===== src/rtl/uart_rx_cmd_ctrl_if.sv =====
// Byte-in / command-out bundle between a UART receiver front end and the
// hex command parser.
interface uart_rx_cmd_ctrl_if;
  logic [7:0] i_rx_byte;
  logic       i_rx_valid;
  logic [7:0] o_value;
  logic       o_value_valid;
  logic       o_error;
  logic [7:0] o_err_count;
  logic       o_busy;

  // Byte source side: drives received bytes, observes parser results.
  modport master (
    output i_rx_byte,
    output i_rx_valid,
    input  o_value,
    input  o_value_valid,
    input  o_error,
    input  o_err_count,
    input  o_busy
  );

  // Parser side.
  modport slave (
    input  i_rx_byte,
    input  i_rx_valid,
    output o_value,
    output o_value_valid,
    output o_error,
    output o_err_count,
    output o_busy
  );
endinterface


===== src/rtl/uart_rx_cmd_ctrl.sv =====
// Parses "HH<CR>" ASCII hex command frames from a UART byte stream into an
// 8-bit value. Malformed frames and intra-frame timeouts are reported as
// errors and counted (saturating).
module uart_rx_cmd_ctrl #(
  parameter int unsigned TIMEOUT_CYCLES = 25000000
) (
  input logic               i_clk,
  input logic               i_rst,
  uart_rx_cmd_ctrl_if.slave bus
);

  localparam int unsigned     CNT_W    = $clog2(TIMEOUT_CYCLES);
  localparam logic [CNT_W-1:0] CNT_LAST = CNT_W'(TIMEOUT_CYCLES - 1);
  localparam logic [7:0]      CHAR_CR  = 8'h0D;
  localparam logic [7:0]      CHAR_LF  = 8'h0A;

  typedef enum logic [1:0] {
    S_IDLE    = 2'd0,
    S_GOT1    = 2'd1,
    S_GOT2    = 2'd2,
    S_DISCARD = 2'd3
  } state_e;

  state_e           state_q, state_d;
  logic [3:0]       hi_q, hi_d;
  logic [3:0]       lo_q, lo_d;
  logic [CNT_W-1:0] cnt_q, cnt_d;
  logic [7:0]       value_q, value_d;
  logic             value_valid_q, value_valid_d;
  logic             error_q, error_d;
  logic [7:0]       err_count_q, err_count_d;

  logic             is_hex_c;
  logic [3:0]       nibble_c;
  logic             is_cr_c;
  logic             expire_c;

  // ASCII hex digit decode of the incoming byte.
  always_comb begin
    is_hex_c = 1'b0;
    nibble_c = 4'h0;
    if (bus.i_rx_byte >= 8'h30 && bus.i_rx_byte <= 8'h39) begin
      is_hex_c = 1'b1;
      nibble_c = 4'(bus.i_rx_byte - 8'h30);
    end else if (bus.i_rx_byte >= 8'h41 && bus.i_rx_byte <= 8'h46) begin
      is_hex_c = 1'b1;
      nibble_c = 4'(bus.i_rx_byte - 8'h37);
    end else if (bus.i_rx_byte >= 8'h61 && bus.i_rx_byte <= 8'h66) begin
      is_hex_c = 1'b1;
      nibble_c = 4'(bus.i_rx_byte - 8'h57);
    end
  end

  assign is_cr_c  = (bus.i_rx_byte == CHAR_CR);
  // A byte arriving on the expiry cycle wins over the timeout.
  assign expire_c = (state_q != S_IDLE) && !bus.i_rx_valid && (cnt_q == CNT_LAST);

  // Next-state, datapath and output-pulse decode.
  always_comb begin
    state_d       = state_q;
    hi_d          = hi_q;
    lo_d          = lo_q;
    value_d       = value_q;
    value_valid_d = 1'b0;
    error_d       = 1'b0;
    cnt_d         = cnt_q;
    err_count_d   = err_count_q;

    if (bus.i_rx_valid) begin
      unique case (state_q)
        S_IDLE: begin
          if (is_hex_c) begin
            hi_d    = nibble_c;
            state_d = S_GOT1;
          end else if (!(is_cr_c || bus.i_rx_byte == CHAR_LF)) begin
            state_d = S_DISCARD;
            error_d = 1'b1;
          end
        end
        S_GOT1: begin
          if (is_hex_c) begin
            lo_d    = nibble_c;
            state_d = S_GOT2;
          end else if (is_cr_c) begin
            state_d = S_IDLE;
            error_d = 1'b1;
          end else begin
            state_d = S_DISCARD;
            error_d = 1'b1;
          end
        end
        S_GOT2: begin
          if (is_cr_c) begin
            value_d       = {hi_q, lo_q};
            value_valid_d = 1'b1;
            state_d       = S_IDLE;
          end else begin
            state_d = S_DISCARD;
            error_d = 1'b1;
          end
        end
        S_DISCARD: begin
          if (is_cr_c) begin
            state_d = S_IDLE;
          end
        end
        default: state_d = S_IDLE;
      endcase
    end else if (expire_c) begin
      state_d = S_IDLE;
      error_d = (state_q == S_GOT1) || (state_q == S_GOT2);
    end

    // Expiry returns to IDLE, so clearing there also keeps the counter from wrapping.
    if (bus.i_rx_valid || state_q == S_IDLE || expire_c) begin
      cnt_d = '0;
    end else begin
      cnt_d = cnt_q + CNT_W'(1);
    end

    if (error_q && err_count_q != 8'hFF) begin
      err_count_d = err_count_q + 8'd1;
    end
  end

  // State and output registers with synchronous reset.
  always_ff @(posedge i_clk) begin
    if (i_rst) begin
      state_q       <= S_IDLE;
      hi_q          <= 4'h0;
      lo_q          <= 4'h0;
      cnt_q         <= '0;
      value_q       <= 8'h00;
      value_valid_q <= 1'b0;
      error_q       <= 1'b0;
      err_count_q   <= 8'h00;
    end else begin
      state_q       <= state_d;
      hi_q          <= hi_d;
      lo_q          <= lo_d;
      cnt_q         <= cnt_d;
      value_q       <= value_d;
      value_valid_q <= value_valid_d;
      error_q       <= error_d;
      err_count_q   <= err_count_d;
    end
  end

  assign bus.o_value       = value_q;
  assign bus.o_value_valid = value_valid_q;
  assign bus.o_error       = error_q;
  assign bus.o_err_count   = err_count_q;
  assign bus.o_busy        = (state_q != S_IDLE);

endmodule


===== src/flat_wrapper.sv =====
// flat-port wrapper written by rule: the top's interface ports become plain ports
module uart_rx_cmd_ctrl_flat 
#(
  parameter int unsigned TIMEOUT_CYCLES = 25000000
)
  (i_clk, i_rst, bus_i_rx_byte, bus_i_rx_valid, bus_o_value, bus_o_value_valid, bus_o_error, bus_o_err_count, bus_o_busy);
  uart_rx_cmd_ctrl_if bus_i ();
  input logic i_clk;
  input logic i_rst;
  input wire logic [$bits(bus_i.i_rx_byte)-1:0] bus_i_rx_byte;
  input wire logic [$bits(bus_i.i_rx_valid)-1:0] bus_i_rx_valid;
  output wire logic [$bits(bus_i.o_value)-1:0] bus_o_value;
  output wire logic [$bits(bus_i.o_value_valid)-1:0] bus_o_value_valid;
  output wire logic [$bits(bus_i.o_error)-1:0] bus_o_error;
  output wire logic [$bits(bus_i.o_err_count)-1:0] bus_o_err_count;
  output wire logic [$bits(bus_i.o_busy)-1:0] bus_o_busy;
  assign bus_i.i_rx_byte = bus_i_rx_byte;
  assign bus_i.i_rx_valid = bus_i_rx_valid;
  assign bus_o_value = bus_i.o_value;
  assign bus_o_value_valid = bus_i.o_value_valid;
  assign bus_o_error = bus_i.o_error;
  assign bus_o_err_count = bus_i.o_err_count;
  assign bus_o_busy = bus_i.o_busy;
  uart_rx_cmd_ctrl #(.TIMEOUT_CYCLES(TIMEOUT_CYCLES)) u_core (.i_clk(i_clk), .i_rst(i_rst), .bus(bus_i));
endmodule

===== config.mk =====
export PLATFORM = sky130hd
export DESIGN_NAME = uart_rx_cmd_ctrl_flat
export DESIGN_NICKNAME = d
export VERILOG_FILES = /design/src/rtl/uart_rx_cmd_ctrl_if.sv /design/src/rtl/uart_rx_cmd_ctrl.sv /design/src/flat_wrapper.sv
export SDC_FILE = /design/constraint.sdc
export NUM_CORES = 1
export LEC_CHECK = 0
export ABC_AREA = 1
export CAP_MARGIN = 30
export CORE_UTILIZATION = 43
export DETAILED_ROUTE_END_ITERATION = 10
export PLACE_DENSITY_LB_ADDON = 0.3
export SLEW_MARGIN = 40
export SYNTH_ARGS = -nofsm -noshare
export SYNTH_HDL_FRONTEND = slang
export SYNTH_SLANG_ARGS = --single-unit
export TNS_END_PERCENT = 10

===== constraint.sdc =====
create_clock -name i_clk -period 3 [get_ports i_clk]
set_input_delay 0.3 -clock i_clk [delete_from_list [all_inputs] [get_ports i_clk]]
set_output_delay 0.3 -clock i_clk [all_outputs]
set_load 0.02 [all_outputs]

# Yosys cells after proc, flatten, opt, wreduce, memory -nomap -nowiden
# Cells that the tools add are included.
# classes
addsub,5
multipliers,0
div,0
magnitude_cmp,6
eq_ne,9
n_shift,0
mux,22
n_bitwise,2
reduce_logical,20
# ops
op,count
"adder 25 x 1 -> 25 bit, second input constant",1
"equality test 25 bit, second input constant",1
"equality test 8 x 4 -> 1 bit, second input constant",2
">= comparator 8 x 7 -> 1 bit, second input constant",2
"less-or-equal comparator 8 x 7 -> 1 bit, second input constant",2
2-to-1 mux 2 bit,7
2-to-1 mux 4 bit,3
AND reduction 3 bit,4
2-to-1 mux 1 bit,10
"adder 8 x 1 -> 8 bit, second input constant",1
">= comparator 8 x 6 -> 1 bit, second input constant",1
"less-or-equal comparator 8 x 6 -> 1 bit, second input constant",1
"!= test 8 bit, second input constant",1
one-hot mux 2 bit (4 select lines),1
"subtractor 4 x 3 -> 4 bit, second input constant",2
logical AND 1 bit,6
"equality test 2 bit, second input constant",2
logical OR 1 bit,4
"!= test 4 x 3 -> 1 bit, second input constant",1
nonzero test 2 bit,2
"subtractor 4 x 1 -> 4 bit, second input constant",1
"!= test 3 x 2 -> 1 bit, second input constant",1
one-hot mux 1 bit (3 select lines),1
OR reduction 3 bit,1
other kinds (5),6
# word_totals
ff_bits,53
latch_bits,0
mem_bits_rw,0
mem_bits_ro,0
inputBits,11
out_inout_bits,19
elab_cells,72
n_memories,0

# Longest topological paths before layout
# depth
depth_word,8
depth_mapped,11
ltp_nobuf,11

# Worst setup path after synthesis
# Ideal clock, no wire load.
# synth_path
kind,flip-flop to flip-flop
from,register u_core.err_count_q[1] (netlist: u_core.bus.o_err_count[1])
to,register u_core.err_count_q[6] (netlist: u_core.bus.o_err_count[6])
arrival_time_ns,1.488
path_slack_ns,1.380
path_stages_with_launch,11
n_path_buf,0
synth_period_minus_slack_ns,1.620
path_cell_list,dfxtp_1 ha_1 nand3_1 nor2_1 nand2_1 nand2_1 inv_1 nand2_1 inv_1 o21ai_0 a21oi_1
# synth_via
elab_chain_cells,2
word_cells_on_any_way,3
classes_between,add/sub: 1; eq/ne: 1; reduce/logical: 1
# synth_lines
element,line_no,source
from (decl),uart_rx_cmd_ctrl.sv:31,"logic [7:0] err_count_q, err_count_d;"
from (signal assigned),uart_rx_cmd_ctrl.sv:145,err_count_q <= err_count_d;
"parallel branches: the longest is 2 deep, another holds adder 8 x 1 -> 8 bit",n/a,
# Several ways; the timed one is not identified.
# A chain may end at the register's enable or synchronous reset.

# Worst setup path in the final report
# layout_path
from,register u_core.state_q[0]
to,output bus_o_busy
# layout_via
elab_chain_cells,1
# layout_lines
element,line_no,source
from (decl),uart_rx_cmd_ctrl.sv:24,"state_e state_q, state_d;"
from (signal assigned),uart_rx_cmd_ctrl.sv:138,state_q <= state_d;
nonzero test 2 bit,uart_rx_cmd_ctrl.sv:153,assign bus.o_busy = (state_q != S_IDLE);
to (decl),flat_wrapper.sv:16,output wire logic [$bits(bus_i.o_busy)-1:0] bus_o_busy;
# No other way between the ends.

==> results.py <==
metrics = {
    "timing": {
        "min_period_over_period": 0.689,
        "slew_violations": 0,
        "hold_viol": 0,
        "max_freq_mhz": 484,
        "setup_slack_ns": 0.932,
        "setup_viol": 0,
        "rsz0062_at_grt": "no",
        "tightestPinTransition_ns": 0.548,
        "maxSlewHeadroom": 0.635,
        "fin_crit_ns": 2.07,
        "setup_tns_ns": 0,
        "skew_ns": 0.00798,
    },
    "placement": {
        "finalWeightedCongestion": 0.828,
        "dpl_worst_slack_ns": 0.693,
        "dp_hpwl_um": 4190,
        "io_buffers": 29,
    },
    "floorplan": {
        "rows": 28,
        "start_util": 0.459,
        "core_area_um2": 6060,
        "num_io_pins": 30,
        "die-area_um2": 6790,
        "die_y_um": 82.4,
        "dieWidth_um": 82.4,
    },
    "detailed_routing": {
        "antenna_left": 0,
        "drc": 0,
        "dr.pass1.iters": 4,
        "dr_total_vias": 2464,
        "drt_iter0_markers": 95,
        "routed_wl_um": 5410,
        "wl_per_cell_um": 11.0,
        "via_per_inst": 5.01,
    },
    "global_routing": {
        "grt_pass1_vias": 2258,
        "antenna_found_initial": 0,
        "grt-ovfl-total": 0,
        "grt.total_usage": 0.178,
        "grt_pass1_wl_um": 9350,
        "grt_start_max_net_pins": 26,
    },
    "clock_tree": {
        "numCtsBuffers": 5,
        "cts_root_buffer": "clkbuf_8",
        "cts_resized": 0,
        "clock_path_buffers": 2,
        "cts_max_level": 2,
        "postCtsSetupBuffers": 0,
        "insertion_delay_ns": 0.31,
        "cts_sinks": 53,
        "clkTransAtPathRegs_ns": 0.08,
        "cts_tree": "built",
        "ctsHoldBuffers": 0,
    },
    "cells_and_area": {
        "antenna_cells": 0,
        "layout_commonest_cell": "nand2_1",
        "drive_above_1_share": 0.0719,
        "area_growth_syn_to_layout_pct": 16.0,
        "final_cell_mix": "nand2_1, nor2_1, dfxtp_1, inv_1, clkdlybuf4s50_1",
        "nets": 438,
    },
    "power": {
        "ir_worst_vdd_mv": 0.235,
        "cellLeakagePower_nw": 1.34,
        "power_density_nw_per_um2": 376,
    },
    "setup_path": {
        "worstSetupStartpoint": "u_core.state_q[0]",
        "criticalPathCategory": "flip-flop to output port",
        "end_kind": "output port",
        "crit_path_start_kind": "flip-flop",
        "r2r_start": "u_core.cnt_q[0]",
        "worstPathRequired_ns": 2.70,
        "rrSetupSlack_ns": 1.29,
        "cp_max_fo": 6,
        "cp.arrival_ns": 1.77,
    },
    "synthesis": {
        "ys_types": 34,
        "synth_cells": 383,
        "ys_seq_area_frac": 0.382,
        "yosys_register_bits": 53,
        "syn_nets": 405,
        "async_reset_ff_frac": 0,
        "synth_warnings": 0,
        "synth_edf_count": 0,
        "avgSynthCellArea_um2": 7.26,
        "syn-cell-area_um2": 2780,
        "synth_flop_cell": "dfxtp_1",
    },
    "status": {
        "status": "finished, final reports clean",
    },
    "job": {
        "maxCapViolCount": 0,
    },
    "min_path": {
        "min_path_type": "flip-flop to flip-flop",
        "hold_path.startpoint": "u_core.cnt_q[0]",
    },
}
## stage by stage
stage                     area [um^2]  cells  total power [mW]   util  hold WS [ns]
after floorplan                  2780    383             0.801      -         0.369
after global placement           3140    484             0.843  0.519         0.442
after detailed placement         3140    484             0.845  0.519         0.453
after CTS                        3220    492              1.23  0.532         0.471
after global routing             3220    492              1.27  0.532         0.495
final                            3220    492              1.21  0.532         0.460
## synth_stat cells (all sizes together) (2+ instances only)
cell type	number	share of area
a21oi	26	0.048
xor2	10	0.032
or2	2	0.0045
nor3	11	0.024
buf	3	0.0081
nor4	2	0.0045
o21ai	26	0.047
inv	49	0.066
nor2	74	0.12
xnor2	3	0.0095
nor3b	4	0.011
ha	11	0.050
nand4	9	0.023
nand3	17	0.041
dfxtp	53	0.38
nand2	75	0.11
o21a	2	0.0054
nand3b	3	0.0081
## where the power goes
| part | switching [mW] | total [mW] | internal, mW | leakage, nW |
|---|---|---|---|---|
| Clock | 0.218 | 0.385 | 0.166 | 0.0395 |
| Combinational | 0.0667 | 0.111 | 0.0442 | 0.875 |
| Sequential | 0.00683 | 0.718 | 0.711 | 0.428 |
| Total | 0.292 | 1.21 | 0.921 | 1.34 |
## final cells by class
cell class	count	area, um^2
multi-input cells	277	1510
clock buffers	8	80.1
inverters	49	184
repair buffers	30	298
well taps	75	93.8
fillers	593	2840
flip-flops and latches	53	1060
## metal layers
layer  GRT usage  up-vias  routed length, um
li1            -     1297                  -
met2       0.310       52               2550
met1       0.218     1112               2600
met4      0.0316        0                 27
met5           0        -                  0
met3      0.0527        3                240
## worst max-delay path: stages (launching register included)
cell and delay (ns):
dfxtp_1 0.41, inv_1 0.08, ha_1 0.27, inv_1 0.10, clkdlybuf4s50_1 0.60
## flip-flops by register name (all words and copies together), names as in the netlist
| register | cells |
|---|---|
| u_core.state_q | 2 |
| u_core.lo_q | 4 |
| u_core.bus.o_err_count | 8 |
| u_core.bus.o_value_valid | 1 |
| u_core.hi_q | 4 |
| u_core.bus.o_error | 1 |
| u_core.cnt_q | 25 |
| u_core.bus.o_value | 8 |
## final timing paths
path                            to  cells after the start
setup / recovery        bus_o_busy                      4
hold / removal     u_core.cnt_q[0]                      1
setup reg to reg  u_core.cnt_q[11]                     10
hold reg to reg    u_core.cnt_q[0]                      1
## cell families after synthesis
| group | after synthesis | synth area share |
|---|---|---|
| adder cells (fa/ha/maj) | 11 | 0.0495 |
| XOR/XNOR | 13 | 0.0410 |
| buffers and inverters | 53 | 0.0756 |
| AO/OA/AOI/OAI | 56 | 0.106 |
| flip-flops | 53 | 0.382 |
| AND/OR/NAND/NOR | 197 | 0.346 |
(Power assumes the default switching activity.)
